==> config.mk <==
export PLATFORM = sky130hd
export DESIGN_NAME = mlp_sequencer
export DESIGN_NICKNAME = d
export VERILOG_FILES = /design/src/rtl/mlp_seq_pkg.sv /design/src/rtl/weight_stream_reader.sv /design/src/rtl/mlp_sequencer.sv
export SDC_FILE = /design/constraint.sdc
export NUM_CORES = 1
export LEC_CHECK = 0
export ABC_AREA = 1
export BUFFER_PORTS_ARGS = -buffer_cell sky130_fd_sc_hd__buf_4
export CAP_MARGIN = 10
export CORE_UTILIZATION = 40
export DETAILED_ROUTE_END_ITERATION = 8
export HOLD_SLACK_MARGIN = 0.03
export PLACE_DENSITY = 0.69
export SYNTH_ARGS = -nofsm -noshare
export SYNTH_HDL_FRONTEND = slang
export SYNTH_SLANG_ARGS = --single-unit
export TNS_END_PERCENT = 5
==> constraint.sdc <==
create_clock -name clk -period 2.29 [get_ports clk]
set_input_delay 0.458 -clock clk [delete_from_list [all_inputs] [get_ports clk]]
set_output_delay 0.458 -clock clk [all_outputs]
set_load 0.03 [all_outputs]
==> src/rtl/mlp_seq_pkg.sv <==
// Shared types and constants for the MLP job sequencer.
package mlp_seq_pkg;

    // Sequencer states; StIdle must stay at zero so the debug port reads 0 after reset.
    typedef enum logic [2:0] {
        StIdle    = 3'd0,
        StWfRst   = 3'd1,
        StLoadW   = 3'd2,
        StLoadAct = 3'd3,
        StArm     = 3'd4,
        StRun     = 3'd5,
        StResp    = 3'd6
    } seq_state_t;

    // Result status codes.
    localparam logic [1:0] SEQ_OK      = 2'd0;
    localparam logic [1:0] SEQ_TIMEOUT = 2'd1;
    localparam logic [1:0] SEQ_BAD_ARG = 2'd2;

endpackage

==> src/rtl/weight_stream_reader.sv <==
// Streams a job's weight bytes from the weight memory into the two column FIFOs.
// Reads issue one per cycle; each byte is pushed the cycle after its read, WBYTES
// bytes to column 0 followed by WBYTES bytes to column 1, repeating per layer.
module weight_stream_reader
    import mlp_seq_pkg::*;
#(
    parameter int unsigned WBYTES = 4,
    parameter int unsigned ADDR_W = 8,
    parameter int unsigned CNT_W  = $clog2(7 * 2 * WBYTES + 1)
) (
    input  logic              clk_i,
    input  logic              rst_i,
    input  logic              start_i,
    input  logic [ADDR_W-1:0] base_i,
    input  logic [CNT_W-1:0]  total_i,
    output logic              rd_en_o,
    output logic [ADDR_W-1:0] addr_o,
    input  logic [7:0]        rd_data_i,
    output logic              push_col0_o,
    output logic              push_col1_o,
    output logic [7:0]        data_o,
    output logic              done_o
);

    localparam int unsigned PosW = $clog2(2 * WBYTES);

    logic              rd_en_q, rd_en_d;
    logic [ADDR_W-1:0] addr_q, addr_d;
    logic [CNT_W-1:0]  idx_q, idx_d;
    logic [PosW-1:0]   pos_q, pos_d;
    logic              push0_q, push0_d;
    logic              push1_q, push1_d;
    logic              last_q, last_d;
    logic              last_read;

    assign last_read = (idx_q == total_i - 1'b1);

    // Read address/byte counters and the column select for the byte being read.
    always_comb begin
        rd_en_d = rd_en_q;
        addr_d  = addr_q;
        idx_d   = idx_q;
        pos_d   = pos_q;
        if (start_i) begin
            rd_en_d = 1'b1;
            addr_d  = base_i;
            idx_d   = '0;
            pos_d   = '0;
        end else if (rd_en_q) begin
            addr_d = addr_q + 1'b1;
            idx_d  = idx_q + 1'b1;
            pos_d  = (pos_q == PosW'(2 * WBYTES - 1)) ? '0 : pos_q + 1'b1;
            if (last_read) begin
                rd_en_d = 1'b0;
            end
        end
        push0_d = rd_en_q && (pos_q < PosW'(WBYTES));
        push1_d = rd_en_q && !(pos_q < PosW'(WBYTES));
        last_d  = rd_en_q && last_read;
    end

    // Counter and read-to-push pipeline registers.
    always_ff @(posedge clk_i) begin
        if (rst_i) begin
            rd_en_q <= 1'b0;
            addr_q  <= '0;
            idx_q   <= '0;
            pos_q   <= '0;
            push0_q <= 1'b0;
            push1_q <= 1'b0;
            last_q  <= 1'b0;
        end else begin
            rd_en_q <= rd_en_d;
            addr_q  <= addr_d;
            idx_q   <= idx_d;
            pos_q   <= pos_d;
            push0_q <= push0_d;
            push1_q <= push1_d;
            last_q  <= last_d;
        end
    end

    assign rd_en_o     = rd_en_q;
    assign addr_o      = addr_q;
    assign push_col0_o = push0_q;
    assign push_col1_o = push1_q;
    // Memory data arrives the cycle after the read; gate it so idle cycles show zero.
    assign data_o      = (push0_q || push1_q) ? rd_data_i : 8'h00;
    assign done_o      = last_q;

endmodule

==> src/rtl/mlp_sequencer.sv <==
// Autonomous MLP job sequencer: loads weights and activations, starts the MLP,
// counts layers and returns the final accumulators with a status code.
module mlp_sequencer
    import mlp_seq_pkg::*;
#(
    parameter int unsigned WBYTES         = 4,
    parameter int unsigned ACT_WORDS      = 2,
    parameter int unsigned ADDR_W         = 8,
    parameter int unsigned TIMEOUT_CYCLES = 4096
) (
    input  logic                    clk,
    input  logic                    rst,
    input  logic                    job_valid,
    output logic                    job_ready,
    input  logic [ADDR_W-1:0]       job_wbase,
    input  logic [16*ACT_WORDS-1:0] job_act,
    input  logic [2:0]              job_num_layers,
    output logic                    wmem_rd_en,
    output logic [ADDR_W-1:0]       wmem_addr,
    input  logic [7:0]              wmem_rd_data,
    output logic                    wf_reset,
    output logic                    wf_push_col0,
    output logic                    wf_push_col1,
    output logic [7:0]              wf_data_in,
    output logic                    init_act_valid,
    output logic [15:0]             init_act_data,
    output logic                    start_mlp,
    output logic                    weights_ready,
    input  logic                    mlp_layer_complete,
    input  logic                    mlp_acc_valid,
    input  logic signed [31:0]      mlp_acc0,
    input  logic signed [31:0]      mlp_acc1,
    output logic                    res_valid,
    input  logic                    res_ready,
    output logic signed [31:0]      res_acc0,
    output logic signed [31:0]      res_acc1,
    output logic [1:0]              res_status,
    output logic                    busy,
    output logic [2:0]              seq_state_dbg
);

    localparam int unsigned CntW  = $clog2(7 * 2 * WBYTES + 1);
    localparam int unsigned TmoW  = $clog2(TIMEOUT_CYCLES + 1);
    localparam int unsigned AidxW = $clog2(ACT_WORDS + 1);

    seq_state_t              state_q, state_d;
    logic [ADDR_W-1:0]       wbase_q, wbase_d;
    logic [16*ACT_WORDS-1:0] act_q, act_d;
    logic [2:0]              layers_q, layers_d;
    logic [2:0]              cnt_q, cnt_d;
    logic [TmoW-1:0]         tmo_q, tmo_d;
    logic signed [31:0]      acc0_q, acc0_d;
    logic signed [31:0]      acc1_q, acc1_d;
    logic [1:0]              status_q, status_d;
    logic [AidxW-1:0]        act_idx_q, act_idx_d;

    logic                    wf_reset_q, start_mlp_q, weights_ready_q;
    logic                    res_valid_q, busy_q, init_act_valid_q;
    logic [15:0]             init_act_data_q, act_word;

    logic                    ws_start, ws_done;
    logic [CntW-1:0]         ws_total;

    assign ws_total = CntW'(layers_q) * CntW'(2 * WBYTES);
    assign act_word = 16'(act_q >> {act_idx_q, 4'b0000});

    weight_stream_reader #(
        .WBYTES (WBYTES),
        .ADDR_W (ADDR_W),
        .CNT_W  (CntW)
    ) u_reader (
        .clk_i       (clk),
        .rst_i       (rst),
        .start_i     (ws_start),
        .base_i      (wbase_q),
        .total_i     (ws_total),
        .rd_en_o     (wmem_rd_en),
        .addr_o      (wmem_addr),
        .rd_data_i   (wmem_rd_data),
        .push_col0_o (wf_push_col0),
        .push_col1_o (wf_push_col1),
        .data_o      (wf_data_in),
        .done_o      (ws_done)
    );

    // Next-state logic: job latch, layer/timeout counting and result capture.
    always_comb begin
        state_d  = state_q;
        wbase_d  = wbase_q;
        act_d    = act_q;
        layers_d = layers_q;
        cnt_d    = cnt_q;
        acc0_d   = acc0_q;
        acc1_d   = acc1_q;
        status_d = status_q;
        ws_start = 1'b0;
        // Counts cycles spent in RUN; zero on entry, saturating.
        tmo_d    = '0;
        if (state_q == StRun) begin
            tmo_d = (tmo_q == TmoW'(TIMEOUT_CYCLES)) ? tmo_q : tmo_q + 1'b1;
        end

        case (state_q)
            StIdle: begin
                if (job_valid) begin
                    wbase_d  = job_wbase;
                    act_d    = job_act;
                    layers_d = job_num_layers;
                    cnt_d    = '0;
                    acc0_d   = '0;
                    acc1_d   = '0;
                    if (job_num_layers == 3'd0) begin
                        status_d = SEQ_BAD_ARG;
                        state_d  = StResp;
                    end else begin
                        status_d = SEQ_OK;
                        state_d  = StWfRst;
                    end
                end
            end
            StWfRst: begin
                ws_start = 1'b1;
                state_d  = StLoadW;
            end
            StLoadW: begin
                if (ws_done) begin
                    state_d = StLoadAct;
                end
            end
            StLoadAct: begin
                if (act_idx_q == AidxW'(ACT_WORDS)) begin
                    state_d = StArm;
                end
            end
            StArm: begin
                state_d = StRun;
            end
            StRun: begin
                if (mlp_acc_valid) begin
                    acc0_d = mlp_acc0;
                    acc1_d = mlp_acc1;
                end
                cnt_d = cnt_q + {2'b00, mlp_layer_complete};
                // Final layer beats a timeout landing in the same cycle.
                if (cnt_d == layers_q) begin
                    status_d = SEQ_OK;
                    state_d  = StResp;
                end else if (tmo_q == TmoW'(TIMEOUT_CYCLES - 1)) begin
                    status_d = SEQ_TIMEOUT;
                    state_d  = StResp;
                end
            end
            StResp: begin
                if (res_ready) begin
                    cnt_d   = '0;
                    state_d = StIdle;
                end
            end
            default: begin
                state_d = StIdle;
            end
        endcase

        // act_idx_q is the next word to emit; it reaches ACT_WORDS on the last word.
        act_idx_d = (state_d == StLoadAct) ? act_idx_q + 1'b1 : '0;
    end

    // State, job fields and registered outputs.
    always_ff @(posedge clk) begin
        if (rst) begin
            state_q          <= StIdle;
            wbase_q          <= '0;
            act_q            <= '0;
            layers_q         <= '0;
            cnt_q            <= '0;
            tmo_q            <= '0;
            acc0_q           <= '0;
            acc1_q           <= '0;
            status_q         <= SEQ_OK;
            act_idx_q        <= '0;
            wf_reset_q       <= 1'b0;
            start_mlp_q      <= 1'b0;
            weights_ready_q  <= 1'b0;
            res_valid_q      <= 1'b0;
            busy_q           <= 1'b0;
            init_act_valid_q <= 1'b0;
            init_act_data_q  <= '0;
        end else begin
            state_q          <= state_d;
            wbase_q          <= wbase_d;
            act_q            <= act_d;
            layers_q         <= layers_d;
            cnt_q            <= cnt_d;
            tmo_q            <= tmo_d;
            acc0_q           <= acc0_d;
            acc1_q           <= acc1_d;
            status_q         <= status_d;
            act_idx_q        <= act_idx_d;
            wf_reset_q       <= (state_d == StWfRst);
            start_mlp_q      <= (state_d == StArm);
            res_valid_q      <= (state_d == StResp);
            busy_q           <= (state_d != StIdle);
            init_act_valid_q <= (state_d == StLoadAct);
            init_act_data_q  <= (state_d == StLoadAct) ? act_word : 16'h0000;
            // Held from ARM until the result handshake; never set on a BAD_ARG job.
            if (state_d == StArm) begin
                weights_ready_q <= 1'b1;
            end else if (state_d == StIdle) begin
                weights_ready_q <= 1'b0;
            end
        end
    end

    assign job_ready      = (state_q == StIdle);
    assign wf_reset       = wf_reset_q;
    assign start_mlp      = start_mlp_q;
    assign weights_ready  = weights_ready_q;
    assign init_act_valid = init_act_valid_q;
    assign init_act_data  = init_act_data_q;
    assign res_valid      = res_valid_q;
    assign res_acc0       = acc0_q;
    assign res_acc1       = acc1_q;
    assign res_status     = status_q;
    assign busy           = busy_q;
    assign seq_state_dbg  = state_q;

endmodule

==> impl_metrics.yaml <==
sta:
  slew_violations: 0
  timing.fmax_mhz: 529.8
  tns_ps: 0
  worstMarginPinSlew_ps: 850.8
  fin_crit_ps: 1888
  final_min_period_over_clock_period_pct: 82.43
  setup_viol_count_final: 0
  finClkSkew_ps: 13.74
  relSlewSlack_pct: 43.28
  fin_ws_ps: 402.3
  final_hold_viol_count: 0
  rsz0062_at_grt: "no"
floorplan:
  io_pins: 232
  core_um2: 16580
  die-height_um: 132.5
  start_util_pct: 41.07
  fp-row-count: 47
  die_w_um: 132.5
  dieArea_um2: 17550
logic_synthesis:
  synth-xor-area-share_pct: 1.415
  synth-seq-cells: 173
  yosysWarnings: 0
  post_synth_and_or_nand_nor_area_fraction_pct: 17.20
  synth-adder-area-share_pct: 1.837
  synth-main-ff-cell: "dfxtp_1"
  muxShareOfSynthArea_pct: 0
  synth_top_family_by_area: "compound AO/OA/AOI/OAI gates"
  synth_compound_gate_area_share_pct: 20.82
  synth_area_um2: 6810
  syn_inst: 875
  ys_types: 34
  synth-edff-count: 0
  syn_avg_cell_area_um2: 7.783
  ys_seq_area_share_pct: 50.85
  ys_async_sr_fraction_pct: 0
  syn_nets: 1006
setup_path:
  required_ps: 1830
  crit_fanout: 6
  startpoint: "seq_state_dbg[2]"
  r2r-start: "seq_state_dbg[2]"
  critPathLaunchType: "register"
  path_class: "reg -> out"
  arrival_ps: 1430
  worst_setup_path_end_kind: "primary output"
cts:
  htree_levels: 4
  clockBufferDepth: 2
  cts_tree: "yes"
  hold_buffers: 0
  cts_root_buffer: "clkbuf_16"
  post_cts_resized: 0
  clk_latency_ps: 420
  post-cts-setup-buffers: 0
  clk_pin_slew_ps: 70
  cts_buffers: 17
  cts_sinks: 173
run:
  drv_cap: 0
place:
  post-place-ws_ps: 333.2
  dp_hpwl_um: 12390
  gp_congestion: 0.8460
  port_buffers: 231
power_and_ir_drop:
  p_leak_uw: 0.004194
  ir_drop_mv: 0.5165
  powerDensity_nw_per_um2: 916.9
detailed_routing:
  drt-initial-drc-count: 222
  wl_um: 17770
  drc: 0
  ant_nets: 0
  vias: 6403
  wire_per_inst_um: 13.48
  first_pass_iters: 4
  via_per_inst: 4.858
final_layout:
  nFillCells: 1549
  area_delta_synth_final_pct: 36.12
  multi_input_area_um2: 2823
  drive_gt1_share_pct: 26.78
  final_net_count: 1216
  seqCellArea_um2: 3463
  diodes: 0
global_route:
  grt_max_degree: 65
  grt_use_total_pct: 20.12
  grt_pass1_wl_um: 28360
  gr-total-overflow: 0
  antenna_found_initial: 0
  grt_pass1_vias: 5648
worst_hold_path:
  worstHoldStart: "job_act[5]"
  hold_class: "in -> reg"
outcome:
  status: "finished clean"
==> cell usage in the layout (no fill, tap or decap), types with 3 or more instances in the layout <==
cell type | Yosys | final
a31oi_1 | 3 | 3
nand2_1 | 89 | 87
buf_4 | 1 | 236
xnor2_1 | 4 | 4
a211oi_2 | 10 | 10
clkinv_2 | 0 | 4
nor2_1 | 168 | 167
xor2_1 | 7 | 7
inv_2 | 2 | 3
nor3_1 | 9 | 9
dfxtp_1 | 173 | 173
clkinv_4 | 0 | 3
nand4_1 | 3 | 3
nand3_1 | 20 | 20
a21oi_1 | 174 | 174
buf_12 | 1 | 5
ha_1 | 10 | 10
o21ai_0 | 56 | 56
nand2_2 | 2 | 4
clkbuf_16 | 0 | 17
inv_1 | 76 | 75
a211oi_1 | 6 | 6
inv_6 | 0 | 3
==> synth_stat cells, drive strengths merged, types with 4 or more instances <==
library cell  number  area (um2)
buf               29       165.2
dfxtp            173        3463
nand2             91       346.6
xnor2              4       35.03
inv               78       292.8
nor2             169       641.9
clkbuf            21       78.83
nand3             20       100.1
a211oi            16       170.2
a21oi            176       895.9
o21ai             56       280.3
nor3               9       45.04
ha                10       125.1
xor2               7       61.31
==> registers in the layout (all words and copies together), names as in the netlist, 2 cells and up <==
name / count
u_reader.idx_q: 6
wbase_q: 8
init_act_data: 16
res_acc1: 32
u_reader.addr_o: 8
tmo_q: 13
res_acc0: 32
cnt_q: 3
u_reader.pos_q: 3
act_idx_q: 2
res_status: 2
act_q: 32
seq_state_dbg: 3
layers_q: 3
==> cell type report <==
cell class | count | share of cell area, %
Clock buffer | 20 | 4.926
Clock inverter | 12 | 0.9448
Inverter | 78 | 3.158
Multi-Input combinational cell | 574 | 30.45
Sequential cell | 173 | 37.36
Tap cell | 220 | 2.969
Timing Repair Buffer | 241 | 20.19
==> power breakdown <==
group          internal [uW]  switching [uW]  leakage [uW]
sequential              3370             188       0.00142
combinational            855            1410       0.00251
clock                   1450            1220      0.000267
==> cells by family (layout without fill, tap and decap cells) <==
family / count (synthesis) / count (layout)
compound gates: 258 / 258
xor+xnor: 11 / 11
fa+ha+maj: 10 / 10
buf+inv: 128 / 351
flops: 173 / 173
simple gates: 295 / 295
==> final timing paths <==
check                   end  slack [ps]  cells past startpoint
setup / recovery  job_ready         400                      4
hold / removal     act_q[5]         250                      3
setup reg to reg   cnt_q[2]         420                      8
hold reg to reg   act_q[26]         460                      2
==> per-stage QoR <==
step / power [uW] / hold slack, ps / cell area, um2 / std cells / util [%]
2_1_floorplan: 5063 / 424.5 / 6810 / 875 / -
3_3_place_gp: 5882 / 445.6 / 8726 / 1286 / 52.62
3_5_place_dp: 5902 / 449.0 / 8726 / 1286 / 52.62
4_1_cts: 8580 / 234.1 / 9270 / 1318 / 55.90
5_1_grt: 8942 / 252.2 / 9270 / 1318 / 55.90
6_report: 8500 / 254.8 / 9270 / 1318 / 55.90
==> worst max-delay path, cell delays in order (launching register included) <==
cell and delay [ps]:
dfxtp_1 440, inv_1 150, nand2_1 160, inv_1 90
buf_4 180
==> routing by layer <==
layer  track usage (%)  wire length [um]  vias to the layer above  part of all wire [%]
met5                 0                 0                        -                     0
met4             7.088               252                        0                   1.4
met3             5.594              1318                       15                   7.4
met2             32.69              8060                      215                    45
met1             25.57              8134                     2891                    46
li1                  -                 -                     3282                     -
Power figures use the tool's default switching activity.
